--- config.mk ---
export PLATFORM = sky130hd
export DESIGN_NAME = pe_v3
export DESIGN_NICKNAME = d
export VERILOG_FILES = /design/src/rtl/pe_v3.sv
export SDC_FILE = /design/constraint.sdc
export NUM_CORES = 1
export LEC_CHECK = 0
export BUFFER_PORTS_ARGS = -buffer_cell sky130_fd_sc_hd__buf_2
export CAP_MARGIN = 20
export CORE_MARGIN = 2
export CORE_UTILIZATION = 30
export CTS_BUF_LIST = sky130_fd_sc_hd__clkbuf_16
export DETAILED_ROUTE_END_ITERATION = 16
export MAX_ROUTING_LAYER = met4
export PLACE_DENSITY = 0.53
export SYNTH_ARGS = -nofsm -noshare
export SYNTH_HDL_FRONTEND = slang
export SYNTH_SLANG_ARGS = --single-unit
--- constraint.sdc ---
create_clock -name clk -period 5.35 [get_ports clk]
set_input_delay 1.07 -clock clk [delete_from_list [all_inputs] [get_ports clk]]
set_output_delay 1.07 -clock clk [all_outputs]
set_load 0.01 [all_outputs]
--- src/rtl/pe_v3.sv ---
// Systolic-array processing element: double-buffered weight, two-stage MAC,
// weight-stationary pass-through adder or output-stationary accumulator with drain.
module pe_v3 #(
  parameter int DATA_WIDTH = 8,
  parameter int PSUM_WIDTH = 32,
  parameter int SIGNED     = 1,
  parameter int SATURATE   = 1
) (
  input  logic                  clk,
  input  logic                  rst_n,
  input  logic                  mode_i,
  input  logic [DATA_WIDTH-1:0] weight_i,
  input  logic                  weight_load_i,
  input  logic                  weight_swap_i,
  input  logic [DATA_WIDTH-1:0] ifmap_i,
  input  logic                  ifmap_vld_i,
  input  logic [PSUM_WIDTH-1:0] psum_i,
  input  logic                  psum_vld_i,
  input  logic                  acc_clr_i,
  input  logic                  drain_i,
  output logic [DATA_WIDTH-1:0] weight_o,
  output logic                  weight_load_o,
  output logic                  weight_swap_o,
  output logic [DATA_WIDTH-1:0] ifmap_o,
  output logic                  ifmap_vld_o,
  output logic [PSUM_WIDTH-1:0] psum_o,
  output logic                  psum_vld_o,
  output logic                  busy_o,
  output logic                  ovf_o
);

  typedef logic [PSUM_WIDTH-1:0] psum_t;
  typedef enum logic [1:0] {ST_WS, ST_OS_ACC, ST_OS_FLUSH, ST_OS_DRAIN} state_t;

  state_t                    state_r;
  logic [DATA_WIDTH-1:0]     active_r;
  logic [2*DATA_WIDTH-1:0]   prod_r;
  logic                      prod_vld_r;
  psum_t                     psum_r;
  psum_t                     acc_r;
  logic [2*DATA_WIDTH-1:0]   ifm_x_s;
  logic [2*DATA_WIDTH-1:0]   wgt_x_s;
  logic [2*DATA_WIDTH-1:0]   prod_s;
  psum_t                     prod_ext_s;
  logic [PSUM_WIDTH:0]       ws_sum_s;
  logic [PSUM_WIDTH:0]       acc_sum_s;

  function automatic psum_t extend(input logic [2*DATA_WIDTH-1:0] p);
    psum_t r;
    if (SIGNED != 0) r = psum_t'($signed(p));
    else             r = psum_t'(p);
    return r;
  endfunction

  // Returns {overflow, result}; result is clamped or wrapped as configured.
  function automatic logic [PSUM_WIDTH:0] add_sat(input psum_t a, input psum_t b);
    logic [PSUM_WIDTH:0] sum;
    logic                ov;
    psum_t               res;
    if (SIGNED != 0) begin
      sum = {a[PSUM_WIDTH-1], a} + {b[PSUM_WIDTH-1], b};
      ov  = sum[PSUM_WIDTH] ^ sum[PSUM_WIDTH-1];
      if (ov && (SATURATE != 0))
        res = sum[PSUM_WIDTH] ? {1'b1, {(PSUM_WIDTH-1){1'b0}}} : {1'b0, {(PSUM_WIDTH-1){1'b1}}};
      else
        res = sum[PSUM_WIDTH-1:0];
    end else begin
      sum = {1'b0, a} + {1'b0, b};
      ov  = sum[PSUM_WIDTH];
      if (ov && (SATURATE != 0)) res = {PSUM_WIDTH{1'b1}};
      else                       res = sum[PSUM_WIDTH-1:0];
    end
    return {ov, res};
  endfunction

  // Multiplier operands extended to product width, then the two adders.
  always_comb begin
    if (SIGNED != 0) begin
      ifm_x_s = (2*DATA_WIDTH)'($signed(ifmap_i));
      wgt_x_s = (2*DATA_WIDTH)'($signed(active_r));
    end else begin
      ifm_x_s = (2*DATA_WIDTH)'(ifmap_i);
      wgt_x_s = (2*DATA_WIDTH)'(active_r);
    end
    prod_s     = ifm_x_s * wgt_x_s;
    prod_ext_s = extend(prod_r);
    ws_sum_s   = add_sat(prod_ext_s, psum_r);
    acc_sum_s  = add_sat(acc_r, prod_ext_s);
  end

  // Weight buffer, forwarding and stage A registers.
  always_ff @(posedge clk or negedge rst_n) begin
    if (!rst_n) begin
      weight_o      <= '0;
      active_r      <= '0;
      weight_load_o <= 1'b0;
      weight_swap_o <= 1'b0;
      ifmap_o       <= '0;
      ifmap_vld_o   <= 1'b0;
      prod_r        <= '0;
      prod_vld_r    <= 1'b0;
      psum_r        <= '0;
    end else begin
      if (weight_load_i) weight_o <= weight_i;
      if (weight_swap_i) active_r <= weight_o;
      weight_load_o <= weight_load_i;
      weight_swap_o <= weight_swap_i;
      if (ifmap_vld_i) begin
        ifmap_o <= ifmap_i;
        prod_r  <= prod_s;
      end
      ifmap_vld_o <= ifmap_vld_i;
      prod_vld_r  <= ifmap_vld_i;
      psum_r      <= psum_vld_i ? psum_i : '0;
    end
  end

  // Mode FSM with stage B / accumulator and registered status outputs.
  always_ff @(posedge clk or negedge rst_n) begin
    if (!rst_n) begin
      state_r    <= ST_WS;
      acc_r      <= '0;
      psum_o     <= '0;
      psum_vld_o <= 1'b0;
      busy_o     <= 1'b0;
      ovf_o      <= 1'b0;
    end else begin
      psum_vld_o <= 1'b0;
      case (state_r)
        ST_WS: begin
          busy_o <= 1'b0;
          if (prod_vld_r) begin
            psum_o     <= ws_sum_s[PSUM_WIDTH-1:0];
            psum_vld_o <= 1'b1;
            if (ws_sum_s[PSUM_WIDTH]) ovf_o <= 1'b1;
          end
          if (mode_i) begin
            state_r <= ST_OS_ACC;
            acc_r   <= '0;
          end
        end
        ST_OS_ACC: begin
          if (psum_vld_i) psum_o <= psum_i;
          psum_vld_o <= psum_vld_i;
          if (acc_clr_i) begin
            acc_r <= prod_vld_r ? prod_ext_s : '0;
            ovf_o <= 1'b0;
          end else if (prod_vld_r) begin
            acc_r <= acc_sum_s[PSUM_WIDTH-1:0];
            if (acc_sum_s[PSUM_WIDTH]) ovf_o <= 1'b1;
          end
          if (!mode_i) begin
            state_r <= ST_WS;
            busy_o  <= 1'b0;
          end else if (drain_i) begin
            state_r <= ST_OS_FLUSH;
            busy_o  <= 1'b1;
          end else begin
            busy_o  <= 1'b0;
          end
        end
        ST_OS_FLUSH: begin
          if (psum_vld_i) psum_o <= psum_i;
          psum_vld_o <= psum_vld_i;
          if (prod_vld_r) begin
            acc_r <= acc_sum_s[PSUM_WIDTH-1:0];
            if (acc_sum_s[PSUM_WIDTH]) ovf_o <= 1'b1;
          end
          state_r <= ST_OS_DRAIN;
          busy_o  <= 1'b1;
        end
        ST_OS_DRAIN: begin
          // An upstream word arriving now is dropped: the own drain owns the output.
          psum_o     <= acc_r;
          psum_vld_o <= 1'b1;
          acc_r      <= prod_vld_r ? prod_ext_s : '0;
          state_r    <= ST_OS_ACC;
          busy_o     <= 1'b0;
        end
        default: begin
          state_r <= ST_WS;
          busy_o  <= 1'b0;
        end
      endcase
    end
  end

endmodule

==> reports/qor.yml, run 1 <==
setup_path:
  crit_start: "ifmap_i[5]"
  worst-path-buf-inv: 4
  r2r_start: "active_r[2]"
  r2r_cells: 19
  worstSetupPathType: "input pin to flip-flop"
  worst_path_dominant_cell_family: "adder cells"
  crit_fanout: 5
  worstPathRequired_ps: 5700
  crit_chain: "buf_2, buf_4, and2_1, ha_1, fa_1, inv_1, fa_1, fa_1, inv_1, ha_1, nor2b_1, o21ai_0, a21boi_0, o21ai_0, nand2b_1, a21o_1, a21o_1, a21oi_1, mux2i_1, a211o_1"
  start_kind: "input pin"
  cp.arrival_ps: 5300
  end_kind: "flip-flop"
  worst_r2r_endpoint: "prod_r[14]"
  ff2ff_setup_slack_ps: 580
  slowest_stage: "fa_1"
  max_stage_delay_ps: 510
  crit_path_frequent_cell: "fa_1"
timing:
  slew_violations: 0
  fin_crit_ps: 4940
  slew_headroom: 0.332
  period_share: 0.924
  fmax_mhz: 202
  finalHoldViolations: 0
  rsz0062_at_grt: "false"
  finalSetupViolCount: 0
  worst_pin_slew_ps: 1000
  hold_slack_ps: 477
  finClkSkew_ps: 22.4
clocking:
  postCtsHoldBufs: 0
  clockBufferDepth: 2
  cts_tree: "yes"
  cts.sinks: 144
  h-tree-depth: 4
  cts_made_buffers: 17
  clock_latency_ps: 480
  cts.repair.resized: 0
  clk_pin_slew_ps: 70
  postCtsSetupBuffers: 0
  root_buffer: "clkbuf_16"
synth:
  syn_inst: 1327
  synth_top_area_frac: 0.294
  ys_ff_latch: 144
  synth_area_um2: 12300
  synth_top_cell_by_area: "dfrtp_1"
  synth_ff_type: "dfrtp_1"
  avgSynthCellArea_um2: 9.24
  synth_area_leaders: "dfrtp_1 29%, ha_1 10%, fa_1 9.3%"
  syn-num-nets: 1541
  async_reset_ff_frac: 1.00
  synth_cell_types: 78
  yosysWarnings: 0
  synth-seq-area-share: 0.294
  synth-edff-count: 0
pwr:
  power.density_nw_per_um2: 708
  netSwitchingFraction: 0.492
  seqPwrFrac: 0.188
  irDropWorstVdd_mv: 0.330
  p_leak_uw: 0.00657
  p_int_uw: 5040
  clkPwrFrac: 0.116
  p_comb_frac: 0.696
  power_switching_uw: 4880
final_layout:
  drive_gt1_frac: 0.161
  finalNetCount: 1638
  fin_area_um2: 14000
  diodes: 0
  final_cells: 1968
  area_delta_synth_final_pct: 14.3
job:
  maxCapViolCount: 0
die:
  start_util: 0.302
  pin_count: 111
  dieWidth_um: 206
  die_h_um: 206
  die_area_um2: 42500
  placementRows: 74
  core_region_area_um2: 40600
route:
  drc: 0
  via_count: 10200
  wirelength_um: 35000
  firstDrtPassIters: 5
  vias_per_cell: 5.20
  wire_per_inst_um: 17.8
  ant_nets: 0
  drt-initial-drc-count: 566
global_route:
  grt_use_total: 0.179
  grt_pass1_vias: 10300
  antenna_found_initial: 0
  overflow: 0
  grt_pass1_wl_um: 56900
  grt_max_degree: 79
status:
  status: "finished clean"
hold_path:
  min_from: "psum_o[14]"
  hold-path-endpoint: "psum_o[14]"
  hold_path.class: "flip-flop to flip-flop"
  hold_depth: 2
placement:
  dp_hpwl_um: 27000
  dp.cells: 1937
  portBuffers: 110
  place_area_um2: 13500
  place.gp.congestion: 0.886
## cell type report
class                           instances  area, um2
Multi-Input combinational cell       1015       8020
Clock inverter                         14        116
Inverter                              106        398
Sequential cell                       144       3600
Timing Repair Buffer                  140        795
Tap cell                              532        666
Clock buffer                           17        425
Fill cell                            4207      26500
## metal layers
metal	wire (um)	track usage	vias up
met2	15900	0.274	251
met3	1970	0.0388	44
met5	0	-	-
met1	16400	0.233	4993
li1	-	-	4948
met4	765	0.0607	0
## cells in the final DEF (no fill, tap or decap), types with 4 or more instances in the layout
master	count
dfrtp_1	144
a21oi_1	116
nand2_1	111
buf_2	109
inv_1	107
ha_1	100
and2_1	83
fa_1	57
xnor2_1	54
nor2_1	52
o21ai_0	46
a21o_1	41
a221oi_1	39
mux2_2	35
buf_4	29
nand3_1	23
o31ai_1	22
xor2_1	20
nor3_1	19
a31oi_1	19
clkbuf_16	17
nor2b_1	13
o221ai_1	13
a221o_1	12
and3_1	11
nand2b_1	10
a211oi_1	9
nand4_1	8
o21bai_1	8
o21ai_1	6
o21a_1	6
o211ai_1	5
o21ai_2	5
a211o_1	5
a22oi_1	5
inv_6	5
or3_1	4
nand3b_1	4
o2111ai_1	4
## flip-flops by register name, summed over array words and instances (netlist names), 2 cells and up
name      flops
acc_r        32
active_r      8
ifmap_o       8
prod_r       16
psum_o       32
psum_r       32
state_r       2
weight_o      8
## worst max path at each step
stage / slack (ps) / cells past startpoint / to
2_1_floorplan: 100 / 20 / prod_r[14]
3_3_place_gp: -4 / 20 / prod_r[14]
3_5_place_dp: -50 / 20 / prod_r[15]
4_1_cts: 460 / 20 / prod_r[15]
5_1_grt: 170 / 20 / prod_r[15]
6_report: 410 / 20 / prod_r[14]
## Yosys cell counts (35+ instances only)
cell type and count:
o21ai_0 46, a21o_1 41, xnor2_1 54, fa_1 57
and2_1 83, a21oi_1 116, ha_1 100, clkbuf_1 41
nor2_1 52, dfrtp_1 144, a221oi_1 39, mux2_2 35
nand2_1 111, inv_1 105
## power groups by stage
stage	Sequential [uW]	Combinational, uW	Clock (uW)
detailed placement	1870	6900	0
floorplan	1780	5160	0
CTS	1860	6930	1180
global route	1910	7770	1230
finish	1860	6910	1150
global placement	1870	6840	0
## kinds of logic (layout without fill, tap and decap cells)
family,Yosys count,after routing,share of synthesized area
simple gates,352,352,0.145
compound gates,394,394,0.223
buf+inv,168,277,0.0538
flops,144,144,0.294
fa+ha+maj,157,157,0.195
xor+xnor,74,74,0.0529
mux,38,38,0.0360
## worst register-to-register path, stage by stage (launching register included)
cell,delay (ps)
dfrtp_1,500
and2_1,240
fa_1,530
inv_1,50
fa_1,530
inv_1,50
fa_1,470
inv_1,50
fa_1,470
inv_1,40
ha_1,290
o21ai_0,120
a21boi_0,150
o21ai_0,180
nand2b_1,100
a21o_1,180
a21o_1,180
a21oi_1,170
mux2i_1,90
a211o_1,260
## through the flow
step	total power (uW)	util	setup TNS (ps)	setup slack (ps)
after global routing	10900	0.346	0	168
after detailed placement	8770	0.332	-100	-49.5
final	9920	0.346	0	405
after floorplan	6940	-	0	100
after global placement	8720	0.332	-3.81	-3.81
after CTS	9980	0.346	0	460
Power figures use the tool's default switching activity.
==> inputs of run 2 (changes only) <==
--- a/config.mk
+++ b/config.mk
@@ -5,6 +5,7 @@
 export SDC_FILE = /design/constraint.sdc
 export NUM_CORES = 1
 export LEC_CHECK = 0
+export ABC_AREA = 1
 export BUFFER_PORTS_ARGS = -buffer_cell sky130_fd_sc_hd__buf_2
 export CAP_MARGIN = 20
 export CORE_MARGIN = 2
@@ -12,7 +13,7 @@
 export CTS_BUF_LIST = sky130_fd_sc_hd__clkbuf_16
 export DETAILED_ROUTE_END_ITERATION = 16
 export MAX_ROUTING_LAYER = met4
-export PLACE_DENSITY = 0.53
+export PLACE_DENSITY = 0.47
 export SYNTH_ARGS = -nofsm -noshare
 export SYNTH_HDL_FRONTEND = slang
 export SYNTH_SLANG_ARGS = --single-unit
==> run 2 against run 1 <==
Clock skew fell by 9.3 ps. Utilization fell by 0.56 points. Cell count grew 38%. Via count rose by 25%. Sequential cell count did not move. Synthesized cell count rose by 53%. Global-route usage up 2.9 points. Area after synthesis is 12% higher. Clock power up 16%. Cell area rose by 10%. First-iteration DRC count increased by 42%. Largest cell class unchanged. Largest power group unchanged.
==> reports/qor.yml, run 2 <==
status:
  status: "finished clean"
setup_path:
  worstSetupPathType: "input pin to flip-flop"
  end_kind: "flip-flop"
  cp.arrival_ps: 5100
  start_kind: "input pin"
  crit_fanout: 9
  worstPathRequired_ps: 5760
die:
  pin_count: 111
  die_area_um2: 47600
  placementRows: 78
  dieWidth_um: 218
  die_h_um: 218
  core_region_area_um2: 45400
  start_util: 0.304
synth:
  synth_area_um2: 13800
  synth_top_area_frac: 0.262
  synth-compound-area-share: 0.109
  yosysMostFrequentCell: "nand2_1"
  synth-seq-area-share: 0.262
  yosysWarnings: 0
  synth_area_leaders: "dfrtp_1 26%, nand2_1 21%, ha_1 9.1%"
  synthMuxAreaShare: 0.00164
  synthAdderAreaFrac: 0.174
  yosys-top-cells-count: "783 x nand2_1, 289 x inv_1, 144 x dfrtp_1, 106 x nand3_1, 104 x a21oi_1"
  synth-edff-count: 0
  synth_top_family_by_area: "simple AND/OR/NAND/NOR gates"
  syn_inst: 2028
  avgSynthCellArea_um2: 6.79
  synth_top_cell_by_area: "dfrtp_1"
  ys_ff_latch: 144
  synth_ff_type: "dfrtp_1"
  synth_cell_types: 48
  synth-xor-area-share: 0.0375
  async_reset_ff_frac: 1.00
  synthSimpleGateAreaFrac: 0.307
  syn-num-nets: 2242
timing:
  setup_slack_ps: 658
  hold_slack_ps: 464
  finalSetupViolCount: 0
  worst_pin_slew_ps: 1050
  tns_ps: 0
  slew_headroom: 0.302
  finalHoldViolations: 0
  fmax_mhz: 213
  slew_violations: 0
  fin_crit_ps: 4690
  finClkSkew_ps: 13.1
  rsz0062_at_grt: "false"
  period_share: 0.877
global_route:
  antenna_found_initial: 1
  overflow: 0
  grt_pass1_vias: 13000
  grt_max_degree: 61
  grt_use_total: 0.208
  grt_pass1_wl_um: 73300
pwr:
  power.density_nw_per_um2: 633
  p_leak_uw: 0.00875
  irDropWorstVdd_mv: 0.234
  power.total_uw: 9760
route:
  ant_nets: 0
  drt-initial-drc-count: 806
  wirelength_um: 46200
  firstDrtPassIters: 5
  vias_per_cell: 4.74
  wire_per_inst_um: 17.0
  via_count: 12800
  drc: 0
clocking:
  cts_tree: "yes"
  h-tree-depth: 4
  clock_latency_ps: 490
  cts.sinks: 144
  clockBufferDepth: 2
  cts.repair.resized: 0
  root_buffer: "clkbuf_16"
  postCtsHoldBufs: 0
  clk_pin_slew_ps: 70
  cts_made_buffers: 17
  postCtsSetupBuffers: 0
placement:
  dp_hpwl_um: 36300
  place.gp.congestion: 0.904
  portBuffers: 110
  dp.cells: 2676
  post-place-ws_ps: 116
final_layout:
  drive_gt1_frac: 0.0944
  final_cell_mix: "783 x nand2_1, 289 x inv_1, 144 x dfrtp_1"
  area_delta_synth_final_pct: 12.1
  finalNetCount: 2310
  top_regs: "acc_r x32, psum_o x32, psum_r x32"
  final_cells: 2710
  final_common_cell: "nand2_1"
hold_path:
  hold_path.class: "flip-flop to flip-flop"
job:
  maxCapViolCount: 0
-- run 2: cell types whose count changed after synthesis, moves of 37 or more --
cell,delta
nor2_1,+45
nand3_1,+83
inv_1,+184
a21o_1,-37
and2_1,-83
nand2_1,+672
-- run 2: worst paths after layout --
path                             start  slack (ps)  cells past startpoint    endpoint
setup / recovery            ifmap_i[5]         660                     24  prod_r[15]
hold / removal              ifmap_o[5]         460                      2  ifmap_o[5]
setup reg to reg           active_r[7]         800                     22  prod_r[15]
hold reg to reg             ifmap_o[5]         460                      2  ifmap_o[5]
max in group asynchronous        rst_n        3730                      2  psum_o[13]
min in group asynchronous        rst_n         580                      1   acc_r[30]
-- run 2: layout make-up --
type | count | area [um2]
fillers | 5054 | 29900
multi-input cells | 1518 | 8670
flip-flops and latches | 144 | 3600
inverters | 290 | 1090
well taps | 600 | 751
repair buffers | 125 | 697
clock buffers | 17 | 425
clock inverters | 15 | 199
diodes | 1 | 2.50
-- run 2: logic make-up (layout without fill, tap and decap cells) --
group | count (synthesis) | in the layout
buf+inv | 366 | 447
mux | 2 | 2
other cells | 0 | 1
compound gates | 253 | 253
xor+xnor | 59 | 59
fa+ha+maj | 157 | 157
simple gates | 1047 | 1047
flops | 144 | 144
-- run 2: per-layer routing --
| metal | share of wire | GRT usage | vias to the layer above | wire length (um) |
|---|---|---|---|---|
| met4 | 0.023 | 0.0646 | 0 | 1080 |
| met2 | 0.47 | 0.338 | 274 | 21800 |
| met3 | 0.041 | 0.0373 | 56 | 1880 |
| li1 | - | - | 6503 | - |
| met5 | 0 | - | - | 0 |
| met1 | 0.46 | 0.263 | 6010 | 21500 |
-- run 2: worst max-delay path: stages --
cell and delay [ps]:
buf_2 160, nand2_1 70, inv_1 60, fa_1 540, inv_1 60, fa_1 520, inv_1 50, fa_1 470
inv_1 50, fa_1 470, inv_1 40, ha_1 340, inv_1 90, nor3_1 180, nand2_1 100, nand2_1 70
nand2_1 70, a21oi_1 170, nand2_1 70, inv_1 70, o21ai_0 100, nand2_1 80, nand2_1 50, a31oi_1 150
-- run 2: per-stage QoR --
stage / utilization / instance area [um2]
after floorplan: - / 13800
after global placement: 0.325 / 14800
after detailed placement: 0.326 / 14800
after CTS: 0.340 / 15400
after global routing: 0.340 / 15400
final: 0.340 / 15400
-- run 2: power by group --
group	total (uW)	switching (uW)	leakage [uW]	internal, uW
clock	1330	582	0.000303	749
combinational	6650	4320	0.00664	2330
sequential	1780	385	0.00181	1400
==> inputs of run 3 (changes only) <==
--- a/config.mk
+++ b/config.mk
@@ -8,7 +8,6 @@
 export ABC_AREA = 1
 export BUFFER_PORTS_ARGS = -buffer_cell sky130_fd_sc_hd__buf_2
 export CAP_MARGIN = 20
-export CORE_MARGIN = 2
 export CORE_UTILIZATION = 30
 export CTS_BUF_LIST = sky130_fd_sc_hd__clkbuf_16
 export DETAILED_ROUTE_END_ITERATION = 16
==> run 3 against run 2 <==
Sequential cell count unchanged. Via count increased by 0.14%. Combinational power increased by 0.8%. Power decreased by 0.46%.
==> reports/qor.yml, run 3 (synthesized netlist as in run 2, its figures left out) <==
setup_path:
  end_kind: "flip-flop"
  crit_fanout: 9
  cp.arrival_ps: 5080
  worstPathRequired_ps: 5760
  worstSetupPathType: "input pin to flip-flop"
  r2r_cells: 23
  r2r_start: "active_r[2]"
  crit_start: "ifmap_i[6]"
  start_kind: "input pin"
  ff2ff_setup_slack_ps: 860
  worst_r2r_endpoint: "prod_r[15]"
timing:
  finalHoldViolations: 0
  slew_violations: 0
  tns_ps: 0
  worst_pin_slew_ps: 1070
  setup_slack_ps: 679
  fmax_mhz: 214
  slew_headroom: 0.286
  rsz0062_at_grt: "false"
  finalSetupViolCount: 0
  finClkSkew_ps: 11.7
  period_share: 0.873
  fin_crit_ps: 4670
pwr:
  p_leak_uw: 0.00875
  netSwitchingFraction: 0.545
  power.total_uw: 9720
  irDropWorstVdd_mv: 0.274
  seqPwrFrac: 0.183
  p_int_uw: 4420
  clkPwrFrac: 0.128
  power_switching_uw: 5300
  power.density_nw_per_um2: 629
  p_comb_frac: 0.689
hold_path:
  hold_depth: 2
  hold_path.class: "flip-flop to flip-flop"
  min_from: "ifmap_o[2]"
  hold-path-endpoint: "ifmap_o[2]"
placement:
  dp_hpwl_um: 35600
  dp.cells: 2674
  place_area_um2: 14800
  place.gp.congestion: 0.919
  portBuffers: 110
  post-place-ws_ps: 176
clocking:
  clk_pin_slew_ps: 70
  cts.sinks: 144
  root_buffer: "clkbuf_16"
  clock_latency_ps: 480
  cts_tree: "yes"
  cts_made_buffers: 17
  cts.repair.resized: 0
  h-tree-depth: 4
  clockBufferDepth: 2
  postCtsHoldBufs: 0
  postCtsSetupBuffers: 0
global_route:
  grt_use_total: 0.207
  antenna_found_initial: 0
  gr-usage-met2: 0.347
  grt_pass1_vias: 13000
  grt_pass1_wl_um: 73000
  met1_usage: 0.263
  grtUsageMet3: 0.0293
  grt_max_degree: 92
  overflow: 0
  grt.busiest_layer: "met2"
die:
  die_area_um2: 46800
  start_util: 0.304
  dieWidth_um: 216
  die_h_um: 216
  pin_count: 111
  placementRows: 78
  core_region_area_um2: 45300
job:
  maxCapViolCount: 0
route:
  drt-initial-drc-count: 714
  firstDrtPassIters: 5
  wirelength_um: 45200
  vias_per_cell: 4.75
  ant_nets: 0
  drc: 0
  via_count: 12900
  wire_per_inst_um: 16.7
final_layout:
  fin_area_um2: 15400
  diodes: 0
  area_delta_synth_final_pct: 12.2
  final_common_cell: "nand2_1"
  top_regs: "acc_r x32, psum_o x32, psum_r x32"
  finalNetCount: 2310
  final_cells: 2709
  final_cell_mix: "783 x nand2_1, 289 x inv_1, 144 x dfrtp_1"
  drive_gt1_frac: 0.0944
status:
  status: "finished clean"
==> run 3: changes by cell type in the layout (fill, tap and decap cells not counted) <==
cell,previous run,this run
clkinv_4,1,2
buf_8,1,0
buf_12,0,1
buf_16,1,3
clkinv_2,1,0
clkinv_8,0,1
buf_4,13,11
inv_8,4,5
diode_2,1,0
bufinv_16,3,1
==> run 3: metal layers <==
layer / wire length [um] / up-vias
met1: 21200 / 6109
met3: 1470 / 31
li1: - / 6491
met2: 21900 / 230
met5: 0 / -
met4: 543 / 0
==> run 3: power by group through the flow <==
| stage | logic [uW] | registers, uW | clock network [uW] |
|---|---|---|---|
| detailed placement | 6680 | 1790 | 0 |
| floorplan | 5000 | 1710 | 0 |
| global route | 7670 | 1810 | 1330 |
| global placement | 6650 | 1790 | 0 |
| finish | 6700 | 1770 | 1250 |
| CTS | 6710 | 1770 | 1300 |
==> run 3: worst max path at each step <==
stage / depth (start not counted) / endpoint
global placement: 24 / prod_r[15]
CTS: 24 / prod_r[15]
finish: 24 / prod_r[15]
global route: 21 / prod_r[12]
detailed placement: 24 / prod_r[15]
floorplan: 22 / prod_r[15]
==> run 3: per-stage QoR <==
step,util,hold slack (ps)
3_3_place_gp,0.326,453
2_1_floorplan,-,476
5_1_grt,0.341,498
6_report,0.341,469
4_1_cts,0.339,476
3_5_place_dp,0.326,457
==> run 3: final cells by class <==
type / count / area [um2]
fill: 5013 / 29800
multi-input combinational: 1518 / 8670
sequential: 144 / 3600
inverter: 290 / 1090
tap: 600 / 751
timing repair buffer: 125 / 742
clock buffer: 17 / 425
clock inverter: 15 / 170
==> run 3: worst max-delay path, stage by stage <==
cell,delay (ps)
buf_2,170
nand2_1,80
inv_1,60
fa_1,510
inv_1,60
fa_1,500
inv_1,60
fa_1,520
inv_1,50
fa_1,470
inv_1,40
ha_1,340
inv_1,90
nor3_1,170
nand2_1,90
nand2_1,70
nand2_1,70
a21oi_1,160
nand2_1,70
inv_1,70
o21ai_0,90
nand2_1,80
nand2_1,40
a31oi_1,140
